$ cat src/rtl/spi_sched_pkg.sv
// spi_sched_pkg: state encoding and transfer-target constants shared by the
// SPI transfer scheduler and its testbench.
package spi_sched_pkg;

    // Scheduler FSM states. IDLE is zero so a cleared debug bus reads as idle.
    typedef enum logic [2:0] {
        IDLE     = 3'd0,
        AMP_GO   = 3'd1,
        AMP_WAIT = 3'd2,
        ADC_GO   = 3'd3,
        ADC_WAIT = 3'd4
    } state_e;

    // Values driven on spi_sel for each transfer target.
    localparam logic SEL_AMP = 1'b0;
    localparam logic SEL_ADC = 1'b1;

    // True in the states that wait for spi_done from the SPI engine.
    function automatic logic is_wait(input state_e s);
        return (s == AMP_WAIT) || (s == ADC_WAIT);
    endfunction

endpackage

$ cat src/rtl/spi_sched_tick.sv
// spi_sched_tick: free-running sample divider. While run_i is high it counts
// 0..SAMPLE_DIV-1, raises tick_o for the cycle holding the last count, then
// wraps. While run_i is low the count is held at zero, so the first tick after
// enabling always lands SAMPLE_DIV cycles later.
module spi_sched_tick #(
    parameter int unsigned SAMPLE_DIV = 1000,
    parameter int unsigned DIV_W      = 16
) (
    input  logic clk_i,
    input  logic rst_ni,
    input  logic run_i,
    output logic tick_o
);

    localparam logic [DIV_W-1:0] LAST = DIV_W'(SAMPLE_DIV - 1);

    logic [DIV_W-1:0] cnt_q, cnt_d;

    assign tick_o = run_i && (cnt_q == LAST);

    // Next count: clear when stopped or at the wrap point, else increment.
    always_comb begin
        cnt_d = cnt_q;
        if (!run_i || (cnt_q == LAST)) begin
            cnt_d = '0;
        end else begin
            cnt_d = cnt_q + 1'b1;
        end
    end

    // Divider count register.
    always_ff @(posedge clk_i or negedge rst_ni) begin
        if (!rst_ni) begin
            cnt_q <= '0;
        end else begin
            cnt_q <= cnt_d;
        end
    end

endmodule

$ cat src/rtl/spi_sched.sv
// spi_sched: schedules SPI transfers between an amplifier gain register and
// an ADC. Gain writes (requested by pulse, last value wins) take priority over
// periodic ADC samples produced by the spi_sched_tick divider. One transfer is
// in flight at a time; spi_sel is held from spi_go until spi_done.
//
// Valid/ready: spi_go is a one-cycle start pulse; the engine answers with a
// one-cycle spi_done, which is only honoured in AMP_WAIT/ADC_WAIT.
//
// Optional feature: define SPI_SCHED_TIMEOUT_EN to abort a transfer whose
// spi_done has not arrived within TIMEOUT cycles (err pulse, gain retried,
// sample discarded). Without it err_o is tied low and no counter is built.
module spi_sched #(
    parameter int unsigned SAMPLE_DIV = 1000,
    parameter int unsigned DIV_W      = 16,
    parameter logic [7:0]  GAIN_RST   = 8'h11,
    parameter int unsigned TIMEOUT    = 4096
) (
    input  logic       clk_i,
    input  logic       rst_ni,
    input  logic       en_i,
    input  logic       gain_req_i,
    input  logic [7:0] gain_val_i,
    input  logic       spi_done_i,
    output logic       spi_go_o,
    output logic       spi_sel_o,
    output logic [7:0] spi_gain_o,
    output logic       amp_ready_o,
    output logic       sample_strobe_o,
    output logic       overrun_o,
    output logic       err_o,
    output logic [2:0] state_dbg_o
);

    import spi_sched_pkg::*;

    state_e     state_q, state_d;
    logic       gain_pend_q, gain_pend_d;
    logic [7:0] shadow_q, shadow_d;
    logic [7:0] spi_gain_q, spi_gain_d;
    logic       sel_q, sel_d;
    logic       amp_ready_q, amp_ready_d;
    logic       strobe_q, strobe_d;
    logic       tick_pend_q, tick_pend_d;
    logic       overrun_q, overrun_d;
    logic       tick;
    logic       tmo_hit;

    spi_sched_tick #(
        .SAMPLE_DIV (SAMPLE_DIV),
        .DIV_W      (DIV_W)
    ) u_tick (
        .clk_i  (clk_i),
        .rst_ni (rst_ni),
        .run_i  (en_i && amp_ready_q),
        .tick_o (tick)
    );

    // Start pulse is a pure function of state: one cycle per GO state.
    assign spi_go_o        = (state_q == AMP_GO) || (state_q == ADC_GO);
    assign spi_sel_o       = sel_q;
    // During AMP_GO the word about to be loaded is already on the bus, so the
    // engine sees the correct gain together with spi_go.
    assign spi_gain_o      = (state_q == AMP_GO) ? shadow_q : spi_gain_q;
    assign amp_ready_o     = amp_ready_q;
    assign sample_strobe_o = strobe_q;
    assign overrun_o       = overrun_q;
    assign state_dbg_o     = state_q;

    // Next-state logic, pending-request bookkeeping and transfer side effects.
    always_comb begin
        state_d     = state_q;
        gain_pend_d = gain_pend_q;
        shadow_d    = shadow_q;
        spi_gain_d  = spi_gain_q;
        sel_d       = sel_q;
        amp_ready_d = amp_ready_q;
        strobe_d    = 1'b0;
        tick_pend_d = tick_pend_q;
        overrun_d   = overrun_q;

        case (state_q)
            IDLE: begin
                if (gain_pend_q) begin
                    state_d = AMP_GO;
                end else if (tick_pend_q && amp_ready_q && en_i) begin
                    state_d = ADC_GO;
                end
            end
            AMP_GO: begin
                spi_gain_d  = shadow_q;
                gain_pend_d = 1'b0;
                state_d     = AMP_WAIT;
            end
            AMP_WAIT: begin
                if (spi_done_i) begin
                    amp_ready_d = 1'b1;
                    state_d     = IDLE;
                end else if (tmo_hit) begin
                    gain_pend_d = 1'b1;
                    state_d     = IDLE;
                end
            end
            ADC_GO: begin
                tick_pend_d = 1'b0;
                state_d     = ADC_WAIT;
            end
            ADC_WAIT: begin
                if (spi_done_i) begin
                    strobe_d = 1'b1;
                    state_d  = IDLE;
                end else if (tmo_hit) begin
                    state_d = IDLE;
                end
            end
            default: begin
                state_d = IDLE;
            end
        endcase

        // A new request always lands, even in the cycle AMP_GO consumes the
        // previous one, so it is applied after the state actions.
        if (gain_req_i) begin
            shadow_d    = gain_val_i;
            gain_pend_d = 1'b1;
        end

        // A tick arriving while one is still queued is lost, except in ADC_GO
        // where the queued one is being taken right now.
        if (tick) begin
            if (tick_pend_q && (state_q != ADC_GO)) begin
                overrun_d = 1'b1;
            end
            tick_pend_d = 1'b1;
        end

        // Sampling disabled: forget queued samples and the overrun history.
        if (!en_i) begin
            tick_pend_d = 1'b0;
            overrun_d   = 1'b0;
        end

        // Target select is captured on entry to a GO state and held after.
        if (state_d == AMP_GO) begin
            sel_d = SEL_AMP;
        end else if (state_d == ADC_GO) begin
            sel_d = SEL_ADC;
        end
    end

    // State and datapath registers; reset queues the automatic gain write.
    always_ff @(posedge clk_i or negedge rst_ni) begin
        if (!rst_ni) begin
            state_q     <= IDLE;
            gain_pend_q <= 1'b1;
            shadow_q    <= GAIN_RST;
            spi_gain_q  <= GAIN_RST;
            sel_q       <= SEL_AMP;
            amp_ready_q <= 1'b0;
            strobe_q    <= 1'b0;
            tick_pend_q <= 1'b0;
            overrun_q   <= 1'b0;
        end else begin
            state_q     <= state_d;
            gain_pend_q <= gain_pend_d;
            shadow_q    <= shadow_d;
            spi_gain_q  <= spi_gain_d;
            sel_q       <= sel_d;
            amp_ready_q <= amp_ready_d;
            strobe_q    <= strobe_d;
            tick_pend_q <= tick_pend_d;
            overrun_q   <= overrun_d;
        end
    end

`ifdef SPI_SCHED_TIMEOUT_EN
    localparam int unsigned TMO_W = $clog2(TIMEOUT + 1);

    logic [TMO_W-1:0] tmo_q, tmo_d;
    logic             err_q, err_d;
    logic             in_wait;

    assign in_wait = is_wait(state_q);
    assign tmo_hit = in_wait && (tmo_q == TMO_W'(TIMEOUT - 1));
    assign err_o   = err_q;

    // Count cycles spent waiting; restarts from zero for every transfer.
    always_comb begin
        tmo_d = '0;
        err_d = tmo_hit && !spi_done_i;
        if (in_wait && !tmo_hit) begin
            tmo_d = tmo_q + 1'b1;
        end
    end

    // Timeout counter and error pulse registers.
    always_ff @(posedge clk_i or negedge rst_ni) begin
        if (!rst_ni) begin
            tmo_q <= '0;
            err_q <= 1'b0;
        end else begin
            tmo_q <= tmo_d;
            err_q <= err_d;
        end
    end
`else
    assign tmo_hit = 1'b0;
    assign err_o   = 1'b0;
`endif

endmodule
$ cat config.mk
export PLATFORM = sky130hd
export DESIGN_NAME = spi_sched
export DESIGN_NICKNAME = d
export VERILOG_FILES = /design/src/rtl/spi_sched_pkg.sv /design/src/rtl/spi_sched_tick.sv /design/src/rtl/spi_sched.sv
export SDC_FILE = /design/constraint.sdc
export NUM_CORES = 1
export LEC_CHECK = 0
export CAP_MARGIN = 20
export CORE_AREA = 2 2 60 62
export DETAILED_ROUTE_END_ITERATION = 10
export DIE_AREA = 0 0 62 64
export HOLD_SLACK_MARGIN = 0.05
export PLACE_DENSITY = 0.91
export SETUP_SLACK_MARGIN = 0.1
export SYNTH_ARGS = -nofsm -noshare
export SYNTH_HDL_FRONTEND = slang
export SYNTH_SLANG_ARGS = --single-unit
$ cat constraint.sdc
create_clock -name clk_i -period 2.89 [get_ports clk_i]
set_clock_uncertainty 0.05 [all_clocks]
set_input_delay 0.7225 -clock clk_i [delete_from_list [all_inputs] [get_ports clk_i]]
set_output_delay 0.7225 -clock clk_i [all_outputs]
set_load 0.05 [all_outputs]
==> metrics.txt, run 1 <==
# TYPE chip_impl_metric gauge
chip_impl_info{name="outcome",value="complete, no violations"} 1
chip_impl_metric{name="slew-limit-headroom",unit=""} 0.4267
chip_impl_metric{name="firstDrtPassIters",unit=""} 4
chip_impl_metric{name="clock_latency_at_the_later_pin_of_the_worst_skew_pair",unit="ns"} 0.36
chip_impl_info{name="critPathCaptureType",value="primary output"} 1
chip_impl_metric{name="vdd.ir_drop.worst",unit="mV"} 0.8642
chip_impl_metric{name="clk_pin_slew_worst_paths",unit="ns"} 0.12
chip_impl_metric{name="viasPerCell",unit=""} 5.387
chip_impl_info{name="tritoncts",value="done"} 1
chip_impl_info{name="reg2reg_from",value="u_tick.cnt_q[11]"} 1
chip_impl_metric{name="core-area",unit="sq mm"} 0.003284
chip_impl_metric{name="final-max-slew-violation-count",unit=""} 0
chip_impl_metric{name="filler_cell_count",unit=""} 242
chip_impl_metric{name="place_congestion",unit=""} 0.8249
chip_impl_metric{name="floorplan.io_pins",unit=""} 30
chip_impl_info{name="final_cell_mix",value="dfrtp_1, clkdlybuf4s50_1, nor2_1"} 1
chip_impl_metric{name="hold_viol_final",unit=""} 0
chip_impl_metric{name="max_freq",unit="MHz"} 374.2
chip_impl_info{name="layout.cells.most_common",value="dfrtp_1"} 1
chip_impl_metric{name="grt_start_max_net_pins",unit=""} 42
chip_impl_info{name="critical_path.slowest_cell",value="dfrtp_1"} 1
chip_impl_metric{name="synth.cell_area",unit="sq mm"} 0.001778
chip_impl_metric{name="overflow_left_after_global_routing",unit=""} 0
chip_impl_info{name="cpMostUsedCell",value="buf_4"} 1
chip_impl_metric{name="detail-route-antenna-nets",unit=""} 0
chip_impl_info{name="startpoint",value="state_dbg_o[2]"} 1
chip_impl_metric{name="post_drt_wl_per_cell",unit="microns"} 14.78
chip_impl_metric{name="htree_levels",unit=""} 2
chip_impl_metric{name="n_diodes",unit=""} 0
chip_impl_info{name="rsz_0062_raised_after_global_routing",value="no"} 1
chip_impl_metric{name="drt_iter0_drc",unit=""} 33
chip_impl_metric{name="finish.net_count",unit=""} 189
chip_impl_metric{name="crit_required",unit="ns"} 2.12
chip_impl_metric{name="initial_utilization",unit=""} 0.5413
chip_impl_metric{name="worst_slew_pin_slew",unit="ns"} 0.8600
chip_impl_metric{name="tritoncts_num_sinks",unit=""} 41
chip_impl_metric{name="cp_slowest_stage_delay",unit="ns"} 0.50
chip_impl_metric{name="powerDensity",unit="mW/mm^2"} 920.7
chip_impl_metric{name="post_synth_num_cell_types",unit=""} 35
chip_impl_metric{name="grt_pass1_wl",unit="mm"} 5.782
chip_impl_metric{name="total_leakage_power",unit="nW"} 0.9140
chip_impl_metric{name="first_global_vias",unit=""} 1223
chip_impl_metric{name="dpl-instance-area",unit="sq mm"} 0.002074
chip_impl_metric{name="path_buf_inv",unit=""} 2
chip_impl_metric{name="setup_total_negative_slack",unit="ns"} 0
chip_impl_metric{name="max_cap_violations",unit=""} 0
chip_impl_metric{name="worst-endpoint-arrival",unit="ns"} 1.90
chip_impl_metric{name="detail_route.drc_violations",unit=""} 0
chip_impl_metric{name="synth.ff_latch_count",unit=""} 41
chip_impl_metric{name="cp_max_fo",unit=""} 9
chip_impl_metric{name="drt_wl_total",unit="mm"} 3.282
chip_impl_info{name="cp_cell_sequence",value="nor2b_4 > nor2b_1 > buf_4 > mux2_2 > buf_4"} 1
chip_impl_metric{name="fp.dieH",unit="microns"} 64
chip_impl_metric{name="cts_buffers",unit=""} 5
chip_impl_metric{name="final_cell_area",unit="sq mm"} 0.002132
chip_impl_metric{name="synth_top_area_frac",unit=""} 0.5067
chip_impl_metric{name="synth-warning-count",unit=""} 0
chip_impl_metric{name="post_cts_buffers",unit=""} 0
chip_impl_metric{name="port_buffers",unit=""} 28
chip_impl_info{name="crit_path_start_kind",value="register"} 1
chip_impl_metric{name="report.final.setup_viol",unit=""} 0
chip_impl_metric{name="die_width",unit="microns"} 62
chip_impl_info{name="worstHoldPathType",value="in2async"} 1
chip_impl_metric{name="postSynthNetCount",unit=""} 157
chip_impl_info{name="cts_root_buffer",value="clkbuf_4"} 1
chip_impl_metric{name="post_synth_inst_count",unit=""} 143
chip_impl_metric{name="post_route_cells_drive_above_1_share",unit=""} 0.2727
chip_impl_metric{name="fin_crit_sh",unit=""} 0.9248
chip_impl_metric{name="dp.final_hpwl",unit="mm"} 2.437
chip_impl_info{name="post_synth_main_area_contributors",value="dfrtp_1, mux2_2, dfstp_2"} 1
chip_impl_metric{name="post_synth.cell_area_avg",unit="sq um"} 12.43
chip_impl_info{name="criticalPathCategory",value="reg2out"} 1
chip_impl_metric{name="num_rows",unit=""} 21
chip_impl_metric{name="design.die.area",unit="sq mm"} 0.003968
chip_impl_info{name="critical-path-top-delay-family",value="flip-flops"} 1
chip_impl_metric{name="fin_crit",unit="ns"} 2.673
chip_impl_info{name="yosysTopAreaCell",value="dfrtp_1"} 1
chip_impl_metric{name="via_count",unit=""} 1196
chip_impl_metric{name="ys_seq_area_frac",unit=""} 0.5806
chip_impl_metric{name="flow.area_growth_from_synthesis",unit="%"} 19.92
chip_impl_metric{name="grt_antenna_before_repair",unit=""} 0
chip_impl_metric{name="cts-root-to-sink-buffers",unit=""} 2
chip_impl_metric{name="gr-usage-all-layers",unit=""} 0.2009
[worst paths after layout]
check	to	slack [ns]	depth (start not counted)
min in group clk_i	u_tick.cnt_q[0]	0.45	1
max in group asynchronous	state_dbg_o[0]	1.80	1
min	u_tick.cnt_q[3]	0.41	1
max	spi_gain_o[3]	0.22	5
min reg2reg	u_tick.cnt_q[0]	0.45	1
max reg2reg	u_tick.cnt_q[4]	0.94	4
[metrics by stage]
stage          cells  total power [mW]  setup WS [ns]  utilization  hold slack [ns]
2_1_floorplan    143             1.407         0.1474            -           0.3769
3_3_place_gp     214             1.653         0.4730       0.6316           0.3936
3_5_place_dp     214             1.691         0.4199       0.6316           0.4290
4_1_cts          222             1.980         0.1871       0.6488           0.4286
5_1_grt          222             2.065         0.1021       0.6491           0.4626
6_report         222             1.963         0.2175       0.6491           0.4128
[final cells by class]
type / count / area (sq um) / area share
inverters: 2 / 7.507 / 0.003521
multi-input cells: 96 / 714.4 / 0.3351
well taps: 46 / 57.56 / 0.02700
flip-flops and latches: 41 / 1033 / 0.4847
clock buffers: 6 / 41.29 / 0.01937
repair buffers: 29 / 262.8 / 0.1232
clock inverters: 2 / 15.01 / 0.007042
[sequential cells by signal, summed over array words and instances, names as in the netlist]
signal,count
u_tick.cnt_q,16
shadow_q,8
spi_gain_q,8
state_dbg_o,3
amp_ready_o,1
gain_pend_q,1
overrun_o,1
sample_strobe_o,1
spi_sel_o,1
tick_pend_q,1
[synthesized netlist by cell type]
library cell	count
and3b_1	1
dfrtp_1	36
and3_2	1
inv_1	2
nand4_1	5
a22oi_1	1
a2111oi_2	1
nor3_1	2
buf_4	1
a32o_1	1
nand3b_4	1
ha_1	1
buf_2	1
clkbuf_1	1
a31o_2	1
and3_1	3
mux2_2	17
conb_1	1
nand3_1	5
nor2_1	18
or3_2	1
nor2b_1	3
nor4_2	1
and4_1	2
o21bai_1	1
buf_8	1
o21ai_0	3
or4_1	1
xnor2_1	6
xor2_1	8
and4_2	1
nand4b_1	1
nand2_1	6
nor4_1	3
dfstp_2	5
[repair_timing]
| action | CTS | global route |
|---|---|---|
| hold buffers | 0 | 0 |
| setup endpoints to repair | 0 | 1 |
| gates resized for setup | 0 | 1 |
[cells by family (layout without fill, tap and decap cells)]
family | count (synthesis) | count (layout) | synth area share
and+or+nand+nor | 55 | 55 | 0.1759
other | 1 | 1 | 0.002109
xor gates and xnor gates | 14 | 14 | 0.06897
DFF | 41 | 41 | 0.5806
buffers and inverters | 6 | 39 | 0.02181
muxes | 17 | 17 | 0.1077
adders and majority gates | 1 | 1 | 0.007036
AOI/OAI and AO/OA | 8 | 8 | 0.03589
[power breakdown]
| group | switching, mW | leakage (nW) | internal, mW |
|---|---|---|---|
| Clock | 0.191 | 0.0245 | 0.0950 |
| Sequential | 0.0779 | 0.514 | 0.698 |
| Combinational | 0.586 | 0.375 | 0.315 |
| Total | 0.854 | 0.914 | 1.11 |
[metal layers]
layer  routed length (microns)  part of all wire  global-route usage
met1                      1385              0.42              0.2647
met2                      1720              0.52              0.3112
met3                       132             0.040             0.06680
met4                        42             0.013             0.06117
met5                         0                 0                   0
Power figures use the tool's default switching activity.
==> run 2: changes to the inputs <==
--- a/config.mk
+++ b/config.mk
@@ -5,6 +5,7 @@
 export SDC_FILE = /design/constraint.sdc
 export NUM_CORES = 1
 export LEC_CHECK = 0
+export ABC_CLOCK_PERIOD_IN_PS = 2890
 export CAP_MARGIN = 20
 export CORE_AREA = 2 2 60 62
 export DETAILED_ROUTE_END_ITERATION = 10
==> results of run 2 <==
Final layout, timing and power as in run 1 (identical DEF).
==> edit 1: new RTL, config.mk and constraints of run 2 <==
Add an input register stage for `gain_req_i` and `gain_val_i`; this delays them by one clock. The other inputs are not delayed to match.
--- a/src/rtl/spi_sched.sv
+++ b/src/rtl/spi_sched.sv
@@ -35,2 +35,10 @@
 
+    logic gain_req_q;
+    logic [7:0] gain_val_q;
+
+    always_ff @(posedge clk_i) begin
+        gain_req_q <= gain_req_i;
+        gain_val_q <= gain_val_i;
+    end
+
     state_e     state_q, state_d;
@@ -121,4 +129,4 @@
         // previous one, so it is applied after the state actions.
-        if (gain_req_i) begin
-            shadow_d    = gain_val_i;
+        if (gain_req_q) begin
+            shadow_d    = gain_val_q;
             gain_pend_d = 1'b1;
Behaviour: not the same (Yosys sat finds a counterexample within 4 cycles, from zero or initial values and one cycle with rst_ni low).
==> edit 1 against run 2 <==
Worst setup slack gained 0.026 ns. Final area grew 8.9%. Core utilization grew 5.8 points. Wire length shrank 2.6%. Synthesized area grew 10%. Sequential cell count grew 9. Combinational power is essentially flat. Highest routed layer unchanged. Global-route usage shrank 0.35 points. First-iteration DRC count grew 88%. Worst hold slack lost 0.0081 ns. Non-clock buffer count is the same. Synthesized cell count grew 6.3%. Total power grew 8.5%.
==> edit 1: results <==
[pwr]
peakVddDrop_v = 0.0007420
power_density_mw_per_mm2 = 917.9
p_seq_mw = 0.906
power_frac_clock = 0.153
p_leak_nw = 0.9987

[placed_design]
place_ws_ns = 0.3935
globalplace.congestion = 0.8856
dp_cells = 223
dpl-instance-area_sq_mm = 0.002255

[yosys]
synthAdderAreaFrac = 0.006390
synthTopCellsByCount = "dfrtp_1 (36), nor2_1 (18), mux2_2 (17)"
syn_avg_cell_area_sq_um = 12.88
ys_seq_area_frac = 0.6192
synthMuxAreaShare = 0.09776
synth_xor_area_frac = 0.06262
synth-compound-area-share = 0.03259
yosys.cell_types.count = 36
syn-num-nets = 166

[cells_and_area]
fin_nets = 198
final_layout_size_suffix_gt1_frac = 0.2703

[critical_path]
cp.arrival_ns = 1.87
crit_slowest_cell = "dfrtp_2"
path_max_fanout = 9
crit_path_max_incr_delay_ns = 0.49

[route]
vias = 1228
wl_per_cell_um = 13.84
drtIter0Drc = 62

[global_route]
grt_pass1_wl_mm = 5.609
grt.total_usage = 0.1974

[outcome]
status = "completed"

[sta]
tightest_slew_ns = 0.8626
## edit 1: area by class of cell
| type | instances | area [sq um] |
|---|---|---|
| flip-flops and latches | 50 | 1215 |
| fillers | 239 | 963.4 |
| multi-input cells | 96 | 714.4 |
| repair buffers | 29 | 262.8 |
| well taps | 46 | 57.56 |
| clock buffers | 6 | 51.30 |
| clock inverters | 2 | 12.51 |
| inverters | 2 | 7.507 |
## edit 1: repair_timing
action                     4_1_cts  5_1_grt
setup buffers                    0        0
setup endpoints to repair        0        8
resized for setup                0        2
## edit 1: metal layers
metal	wire length (um)	share of wire	vias up	GRT usage
met1	1366	0.43	598	0.2342
li1	-	-	594	-
met3	146	0.046	6	0.06478
met5	0	0	-	0
met2	1620	0.51	30	0.3177
met4	64	0.020	0	0.08777
## edit 1: cells by family (layout without fill, tap and decap cells)
logic type / after synthesis / count (layout)
AND/OR/NAND/NOR: 55 / 55
flip-flops: 50 / 50
multiplexers: 17 / 17
XOR/XNOR: 14 / 14
AO/OA/AOI/OAI: 8 / 8
buffers and inverters: 6 / 39
adder cells (fa/ha/maj): 1 / 1
other: 1 / 1
## edit 1: critical path, delay by kind of cell (launching register included)
kind	cells	cell delay [ns]
multiplexers	1	0.37
buffers and inverters	2	0.37
AND/OR/NAND/NOR	2	0.27
flip-flops	1	0.49
## edit 1: path summary, 6_finish.rpt
check	startpoint	endpoint	slack (ns)	cells after the start
max	state_dbg_o[2]	spi_gain_o[2]	0.24	5
max in group asynchronous	rst_ni	state_dbg_o[0]	1.80	1
min in group clk_i	u_tick.cnt_q[0]	u_tick.cnt_q[0]	0.42	1
min	rst_ni	u_tick.cnt_q[5]	0.40	1
max reg2reg	u_tick.cnt_q[11]	u_tick.cnt_q[6]	0.95	4
min reg2reg	u_tick.cnt_q[0]	u_tick.cnt_q[0]	0.42	1
==> edit 2: new RTL, settings of run 2 <==
Made on the original files. `DIV_W` is set to 16 in 2 places; all go to 24.
--- a/src/rtl/spi_sched_tick.sv
+++ b/src/rtl/spi_sched_tick.sv
@@ -6,3 +6,3 @@
     parameter int unsigned SAMPLE_DIV = 1000,
-    parameter int unsigned DIV_W      = 16
+    parameter int unsigned DIV_W      = 24
 ) (
--- a/src/rtl/spi_sched.sv
+++ b/src/rtl/spi_sched.sv
@@ -13,3 +13,3 @@
     parameter int unsigned SAMPLE_DIV = 1000,
-    parameter int unsigned DIV_W      = 16,
+    parameter int unsigned DIV_W      = 24,
     parameter logic [7:0]  GAIN_RST   = 8'h11,
Function: no difference found for any inputs over 10 cycles, from zero or initial values and one cycle with rst_ni low; that may be too few to reach the edited logic, so the function may still have changed.
==> edit 2 against run 2 <==
Synthesized area up 26%. Final area up 24%. Non-clock buffer count up 3. Sequential cell count up 8. Cell count up 27%. Wire length up 31%. Worst setup slack worse by 0.023 ns. Total power up 7.8%.
==> edit 2: results <==
[pwr]
p_leak_nw = 1.121
comb_power_share = 0.396
pwr-share-seq = 0.407
peakVddDrop_v = 0.0009814
p_int_mw = 1.299

[yosys]
syn_avg_cell_area_sq_um = 11.02
synthMuxAreaShare = 0.08463
synth-compound-area-share = 0.08742
yosys.cell_types.count = 37
synthAdderAreaFrac = 0.005568
synthTopCellsByCount = "dfrtp_1 (44), mux2_2 (16), nor2_1 (16)"
ys_seq_area_frac = 0.5484

[global_route]
grt_pass1_vias = 1730
met1_usage = 0.3361
grt_max_degree = 23
grt.total_usage = 0.2598
use_met3 = 0.07085
met2_usage = 0.4102
grt_pass1_wl_mm = 7.707

[route]
drtIter0Drc = 160
wl_met3_um = 197
wl_met2_mm = 2.214

[cells_and_area]
buffers_excl_clock = 32
fin_nets = 250
multi_input_area_sq_um = 962.2
area_growth_pct = 17.93
nClkBuffers = 7
multiInputCombCellCount = 141
num-fill-cells = 202
final_layout_size_suffix_gt1_frac = 0.2068

[placed_design]
place_ws_ns = 0.6181
globalplace.congestion = 0.8159
dpl-instance-area_sq_mm = 0.002565

[clock_network]
cts.clk_slew.worst_paths_ns = 0.14
clock_sinks = 49

[outcome]
status = "completed"

[critical_path]
cp.arrival_ns = 1.92
## edit 2: cell count changes after synthesis, moves of 3 or more
cell,run 2,this run
a21oi_1,0,13
dfrtp_1,36,44
inv_1,2,7
nand2_1,6,13
nand3_1,5,10
o21ai_0,3,6
o31ai_1,0,7
or3_1,0,3
or4_1,1,8
xor2_1,8,4
## edit 2: final timing paths
| kind | from | end | slack [ns] | cells past startpoint |
|---|---|---|---|---|
| worst max-delay path | state_dbg_o[2] | spi_gain_o[4] | 0.19 | 5 |
| worst min-delay path | rst_ni | u_tick.cnt_q[19] | 0.20 | 1 |
| worst max register to register | u_tick.cnt_q[0] | u_tick.cnt_q[18] | 0.92 | 5 |
| worst min register to register | u_tick.cnt_q[0] | u_tick.cnt_q[0] | 0.42 | 1 |
| max in group asynchronous | rst_ni | spi_gain_q[0] | 1.91 | 2 |
| min in group clk_i | u_tick.cnt_q[0] | u_tick.cnt_q[0] | 0.42 | 1 |
